### src/rtl/pht_table.sv
// Pattern history table of 2-bit saturating-counter states with a post-reset init sweep.
// Optional parity protection of stored entries is enabled by defining PHT_PARITY_EN.
module pht_table #(
   parameter int                IDX_W    = 6,
   parameter int                DATA_W   = 2,
   parameter logic [DATA_W-1:0] INIT_VAL = 2'b10
) (
   input  logic              clk,
   input  logic              reset,
   input  logic              rd_req,
   input  logic [IDX_W-1:0]  rd_idx,
   output logic              rd_vld,
   output logic [DATA_W-1:0] rd_data,
   input  logic              wr_en,
   input  logic [IDX_W-1:0]  wr_idx,
   input  logic [DATA_W-1:0] wr_data,
   output logic              busy,
   output logic              par_err
);

`ifdef PHT_PARITY_EN
   localparam int EW = DATA_W + 1;
`else
   localparam int EW = DATA_W;
`endif
   localparam int               DEPTH    = 1 << IDX_W;
   localparam logic [IDX_W-1:0] LAST_IDX = {IDX_W{1'b1}};
   localparam logic [IDX_W-1:0] IDX_ONE  = {{(IDX_W-1){1'b0}}, 1'b1};

   typedef enum logic {
      S_INIT = 1'b0,
      S_RUN  = 1'b1
   } state_t;

   // Stored word: even parity bit on top of the data when protection is enabled.
   function automatic logic [EW-1:0] encode_word(input logic [DATA_W-1:0] d);
`ifdef PHT_PARITY_EN
      return {^d, d};
`else
      return d;
`endif
   endfunction

   state_t              state_q, state_d;
   logic [IDX_W-1:0]    sweep_q, sweep_d;
   logic                busy_q, busy_d;
   logic                rd_vld_q, rd_vld_d;
   logic [DATA_W-1:0]   rd_data_q, rd_data_d;
   logic                par_err_q, par_err_d;

   logic [EW-1:0]       mem_q [DEPTH];
   logic                mem_we_s;
   logic [IDX_W-1:0]    mem_widx_s;
   logic [EW-1:0]       mem_wword_s;
   logic [EW-1:0]       rd_word_s;

   // Next-state, array write port selection and read-path result.
   always_comb begin
      state_d     = state_q;
      sweep_d     = sweep_q;
      busy_d      = busy_q;
      rd_vld_d    = 1'b0;
      rd_data_d   = rd_data_q;
      par_err_d   = 1'b0;
      mem_we_s    = 1'b0;
      mem_widx_s  = wr_idx;
      mem_wword_s = encode_word(wr_data);
      rd_word_s   = mem_q[rd_idx];

      case (state_q)
         S_INIT: begin
            // Sweep owns the write port; requester traffic is dropped.
            mem_we_s    = 1'b1;
            mem_widx_s  = sweep_q;
            mem_wword_s = encode_word(INIT_VAL);
            if (sweep_q == LAST_IDX) begin
               state_d = S_RUN;
               busy_d  = 1'b0;
            end else begin
               sweep_d = sweep_q + IDX_ONE;
            end
         end
         S_RUN: begin
            mem_we_s = wr_en;
            busy_d   = 1'b0;
            if (rd_req) begin
               rd_vld_d = 1'b1;
               if (wr_en && (wr_idx == rd_idx)) begin
                  rd_data_d = wr_data;
               end else begin
`ifdef PHT_PARITY_EN
                  if (^rd_word_s) begin
                     rd_data_d = INIT_VAL;
                     par_err_d = 1'b1;
                  end else begin
                     rd_data_d = rd_word_s[DATA_W-1:0];
                  end
`else
                  rd_data_d = rd_word_s[DATA_W-1:0];
`endif
               end
            end else begin
               rd_vld_d = 1'b0;
            end
         end
         default: begin
            state_d = S_INIT;
            sweep_d = {IDX_W{1'b0}};
            busy_d  = 1'b1;
         end
      endcase
   end

   // Control and output registers.
   always_ff @(posedge clk or negedge reset) begin
      if (!reset) begin
         state_q   <= S_INIT;
         sweep_q   <= {IDX_W{1'b0}};
         busy_q    <= 1'b1;
         rd_vld_q  <= 1'b0;
         rd_data_q <= INIT_VAL;
         par_err_q <= 1'b0;
      end else begin
         state_q   <= state_d;
         sweep_q   <= sweep_d;
         busy_q    <= busy_d;
         rd_vld_q  <= rd_vld_d;
         rd_data_q <= rd_data_d;
         par_err_q <= par_err_d;
      end
   end

   // Storage cells carry no reset; the sweep initialises them.
   always_ff @(posedge clk) begin
      if (mem_we_s) begin
         mem_q[mem_widx_s] <= mem_wword_s;
      end
   end

   assign rd_vld  = rd_vld_q;
   assign rd_data = rd_data_q;
   assign busy    = busy_q;
   assign par_err = par_err_q;

endmodule
### config.mk
export PLATFORM = sky130hd
export DESIGN_NAME = pht_table
export DESIGN_NICKNAME = d
export VERILOG_FILES = /design/src/rtl/pht_table.sv
export SDC_FILE = /design/constraint.sdc
export NUM_CORES = 1
export LEC_CHECK = 0
export CAP_MARGIN = 20
export CORE_MARGIN = 2
export CORE_UTILIZATION = 45
export CTS_BUF_LIST = sky130_fd_sc_hd__clkbuf_4 sky130_fd_sc_hd__clkbuf_8
export DETAILED_ROUTE_END_ITERATION = 6
export PLACE_DENSITY = 0.61
export RECOVER_POWER = 100
export SETUP_SLACK_MARGIN = 0.02
export SYNTH_ARGS = -nofsm -noshare
export SYNTH_HDL_FRONTEND = slang
export SYNTH_SLANG_ARGS = --single-unit
### constraint.sdc
create_clock -name clk -period 6.1 [get_ports clk]
set_input_delay 0.61 -clock clk [delete_from_list [all_inputs] [get_ports clk]]
set_output_delay 0.61 -clock clk [all_outputs]
set_load 0.01 [all_outputs]
* Yosys cells after proc, flatten, opt, wreduce, memory -nomap -nowiden
Memories as Yosys holds them, arrays and structs flattened. A register that Yosys moved wholly into a read port is not among the register bits.
Cells that the tools add are included.
** Operators by class
- $add $sub $neg :: 1
- Equality and inequality tests :: 2
- Muxes and demuxes :: 11
- Bitwise operators :: 2
- Reductions and logical operators :: 3
** Operators by type and width (count)
- 2-to-1 mux 1 bit :: 7
- adder 6 x 1 -> 6 bit (second input constant) :: 1
- == test 6 bit (second input constant) :: 1
- 2-to-1 mux 6 bit :: 1
- case mux 1 bit (2 select lines) :: 2
- AND reduction 2 bit :: 2
- 2-to-1 mux 2 bit :: 1
- inequality test 2 bit (second input constant) :: 1
- inverter 1 bit :: 2
- zero test 1 bit :: 1
** Storage, ports and cells
- Register bits after elaboration :: 9
- Bits in writable memories :: 128
- Input port bits :: 18
- Output and inout bits :: 5
- Word-level logic and storage cells :: 24
- Memories :: 1
** Memory list
- mem_q :: words 64, width 2, read ports 1, clocked after memory_dff 1, write ports 1, line 51 : logic [EW-1:0] mem_q [DEPTH];

* Logic depth before layout (Yosys ltp)
- Word-level depth :: 4
- Mapped depth :: 11
- Mapped depth without buffers :: 6

* Worst setup path after synthesis
Ideal clock, no wire load.
- Path kind :: input to register
- Start :: in rd_idx[0]
- End :: reg rd_data_q[0], in the netlist rd_data[0], read port of mem_q
- Setup time :: 0.126 ns
- Data arrival time :: 2.231 ns
- Data required time :: 5.974 ns
- Setup slack :: 3.743 ns
- Stages on the path :: 8
- Buffers on the path :: 2
- Cell sequence :: buf_6 > buf_12 > mux4_1 > mux4_2 > a2bb2oi_1 > nand3_1 > o311a_1 > o22ai_1
** RTL lines
- from (decl) :: line 11 : input logic [IDX_W-1:0] rd_idx,
- to (decl) :: line 48 : logic [DATA_W-1:0] rd_data_q, rd_data_d;

==> impl_results.md <==
* Status: finished, violations left
* Die Wd at ~120 um
* CTS HTree Levels at 4
* Avg Inst Size Synth at 15.9 um^2
* Layout cells sized above 1 at 0.147
* Vias in the first global route at 3482
* EDFF count, synth at ~130
* CP required at between 6000 and 7000 ps
* IO Count at 23
* Setup Skew at about 11 ps
* Metal3 WL at between 600 and 700 um
* Sequential element share of the synthesized area at 0.683
* Met2 wire length at roughly 6200 um
* Ant. Diodes at 0
* Fin nets at ~430
* Routed Wire Length at approximately 12000 um
* Initial Util at 0.457
* Grt ovf at 0
* Cts hold-fix bufs at 0
* Pleak at around 1.9 nW
* Via count at between 3000 and 4000
* Clock root buffer: clkbuf_8
* Slew Limit Fails at ~110
* Residual DRC at 0
* Fraction of registers with async set or reset after synthesis at 0.0791
* Power after layout at about 1.9 mW
* Sink Count at between 100 and 150
* Syn. warnings at 0
* Yosys reg bits at approximately 140
* First-pass GRT wire length at between 15000 and 20000 um
* Ys flop type: edfxtp_1
* Row count at 42
* Max-Cap Viols at 3
* Post-cts repair resize count at 0
* Ranking of synthesized cells by area: edfxtp_1, mux4_2, nor2_1
* Die H at between 100 and 150 um
* Netlist cell types at 46
* Crit path max fanout at 22
* Min Clock Period, post-route at 3590 ps
* Fmax at 0.278 GHz
* Violated checks: capacitance limit, slew limit
* Crit path kind: primary input to flip-flop
* Synth area leader: edfxtp_1
* Clk_lat worst skew at 450 ps
* Pwr per Cell Area at 274 nW/um^2
* Clock tree buffer depth at 2
* DRT Pass-1 Iters at 7
* GRT Total Usage at 0.186
* Routability cong. at 0.789
* Post-Syn Instances at around 380
* Final antenna-violating net count at 0
* Core area at about 13000 um^2
* Highest routed layer: met4
* Synth top area share at 0.637
* Final hold vios at 0
* Area growth syn-to-layout at 12.9%
* Worst-path clk slew at roughly 80 ps
* DRT met1 WL at about 5200 um
* Crit share post-route at 0.589
* Setup crit end kind: flip-flop
* DRT iter0 DRCs at 213
* Min-Delay Path Class: flip-flop to flip-flop
* Slew headroom at -0.142
* CP Data Arrival Time at a little under 4000 ps
* Die footprint at between 10000 and 15000 um^2
* Max VDD drop at 0.169 mV
* RSZ-0062 raised after global routing: no
* Startpoint Class: primary input
* Endpoints failing setup at 0
* Syn nets at ~400
* Setup bufs post-CTS at 0
* Least-Margin Pin Slew at about 1700 ps
* Routed wire length per instance at between 20 and 25 um
* TritonCTS Buffers at 17
* Largest net degree at the start of global routing at 65
* TritonCTS clock tree: built
* Initial antenna violation count at 0
* Fin Setup TNS at 0 ps
* Drt via density at roughly 5.6
* Port bufs at 21
* Hpwl dp at 7860 um
* Mapped cell area at between 6000 and 7000 um^2
## cell families after synthesis
group,after synthesis,share of synthesized area
DFF,139,0.683
and+or+nand+nor,123,0.0892
muxes,56,0.155
AOI/OAI and AO/OA,29,0.0336
buffers and inverters,21,0.0230
xor gates and xnor gates,9,0.0131
adders and majority gates,1,0.00207
other,1,0.000622
## layout make-up
cell class	instances	area (um^2)
fill	1080	6380
multi-input combinational	219	1770
clock inverter	13	175
sequential	139	4120
inverter	4	15.0
timing repair buffer	27	262
tap	176	220
clock buffer	19	249
## sequential cells by signal, summed over array words and instances, names as in the netlist
register,flops
rd_vld,1
state_q,1
sweep_q,6
mem_q,128
rd_data,2
busy,1
## per-layer routing
| layer | track usage | vias to the layer above |
|---|---|---|
| met1 | 0.247 | 1709 |
| met4 | 0.0676 | 0 |
| met5 | 0 | - |
| met2 | 0.301 | 89 |
| met3 | 0.0447 | 19 |
| li1 | - | 1522 |
## through the flow
step / util / hold WS [ps] / instances / instance area (um^2) / setup WS (ps)
after floorplan: - / 314 / 379 / 6030 / 3740
after global placement: 0.482 / 480 / 562 / 6360 / 2800
after detailed placement: 0.484 / 493 / 563 / 6380 / 2670
after CTS: 0.516 / 505 / 595 / 6800 / 3140
after global routing: 0.516 / 514 / 597 / 6810 / 2110
final: 0.516 / 497 / 597 / 6810 / 2510
## synthesized netlist by cell type, types with 5 or more instances
library cell,count
edfxtp_1,128
nor2_1,75
mux2i_1,23
mux4_2,20
nand2_1,18
dfrtp_1,9
clkbuf_1,8
nor2b_1,8
mux4_1,7
a22oi_1,6
xnor2_1,6
and2_1,5
mux2_2,5
## worst max-delay path, stage by stage
cell	delay [ps]
clkbuf_1	1160
buf_4	520
mux4_1	610
nor2b_1	140
a2111oi_0	470
a31oi_1	110
a32oi_1	250
a21oi_1	100
## where the power goes
part	internal [mW]	total [mW]	switching, mW
Sequential	1.02	1.02	0
Clock	0.450	0.787	0.337
Combinational	0.0263	0.0535	0.0273
## worst paths after layout
path | slack, ps | endpoint | startpoint | depth (start not counted)
min in group asynchronous | 580 | sweep_q[4] | reset | 1
worst max register to register | 2750 | mem_q[20][0] | state_q | 2
worst min-delay path | 500 | busy | busy | 1
max in group asynchronous | 5140 | busy | reset | 1
worst max-delay path | 2510 | rd_data[1] | rd_idx[0] | 8
worst min register to register | 500 | busy | busy | 1
## placed cells by master (no fill, tap or decap), types with 3 or more instances in the layout
cell type | Yosys | routed
dfrtp_1 | 9 | 9
xor2_1 | 3 | 3
a21oi_1 | 4 | 4
nand2_1 | 18 | 18
a31oi_1 | 4 | 4
nor2_1 | 75 | 75
edfxtp_1 | 128 | 128
mux4_2 | 20 | 20
nand3_1 | 4 | 4
a22oi_1 | 6 | 6
clkinv_2 | 0 | 4
nor2b_1 | 8 | 8
nand3b_1 | 4 | 4
dlygate4sd3_1 | 0 | 5
buf_4 | 1 | 3
bufinv_16 | 0 | 4
mux2i_1 | 23 | 24
mux4_1 | 7 | 7
xnor2_1 | 6 | 6
clkinvlp_4 | 0 | 3
and2_0 | 0 | 3
clkbuf_8 | 0 | 17
mux2_2 | 5 | 5
clkbuf_1 | 8 | 3
inv_1 | 4 | 4
o21ai_0 | 3 | 3
clkdlybuf4s50_1 | 0 | 15
(Power assumes the default switching activity.)
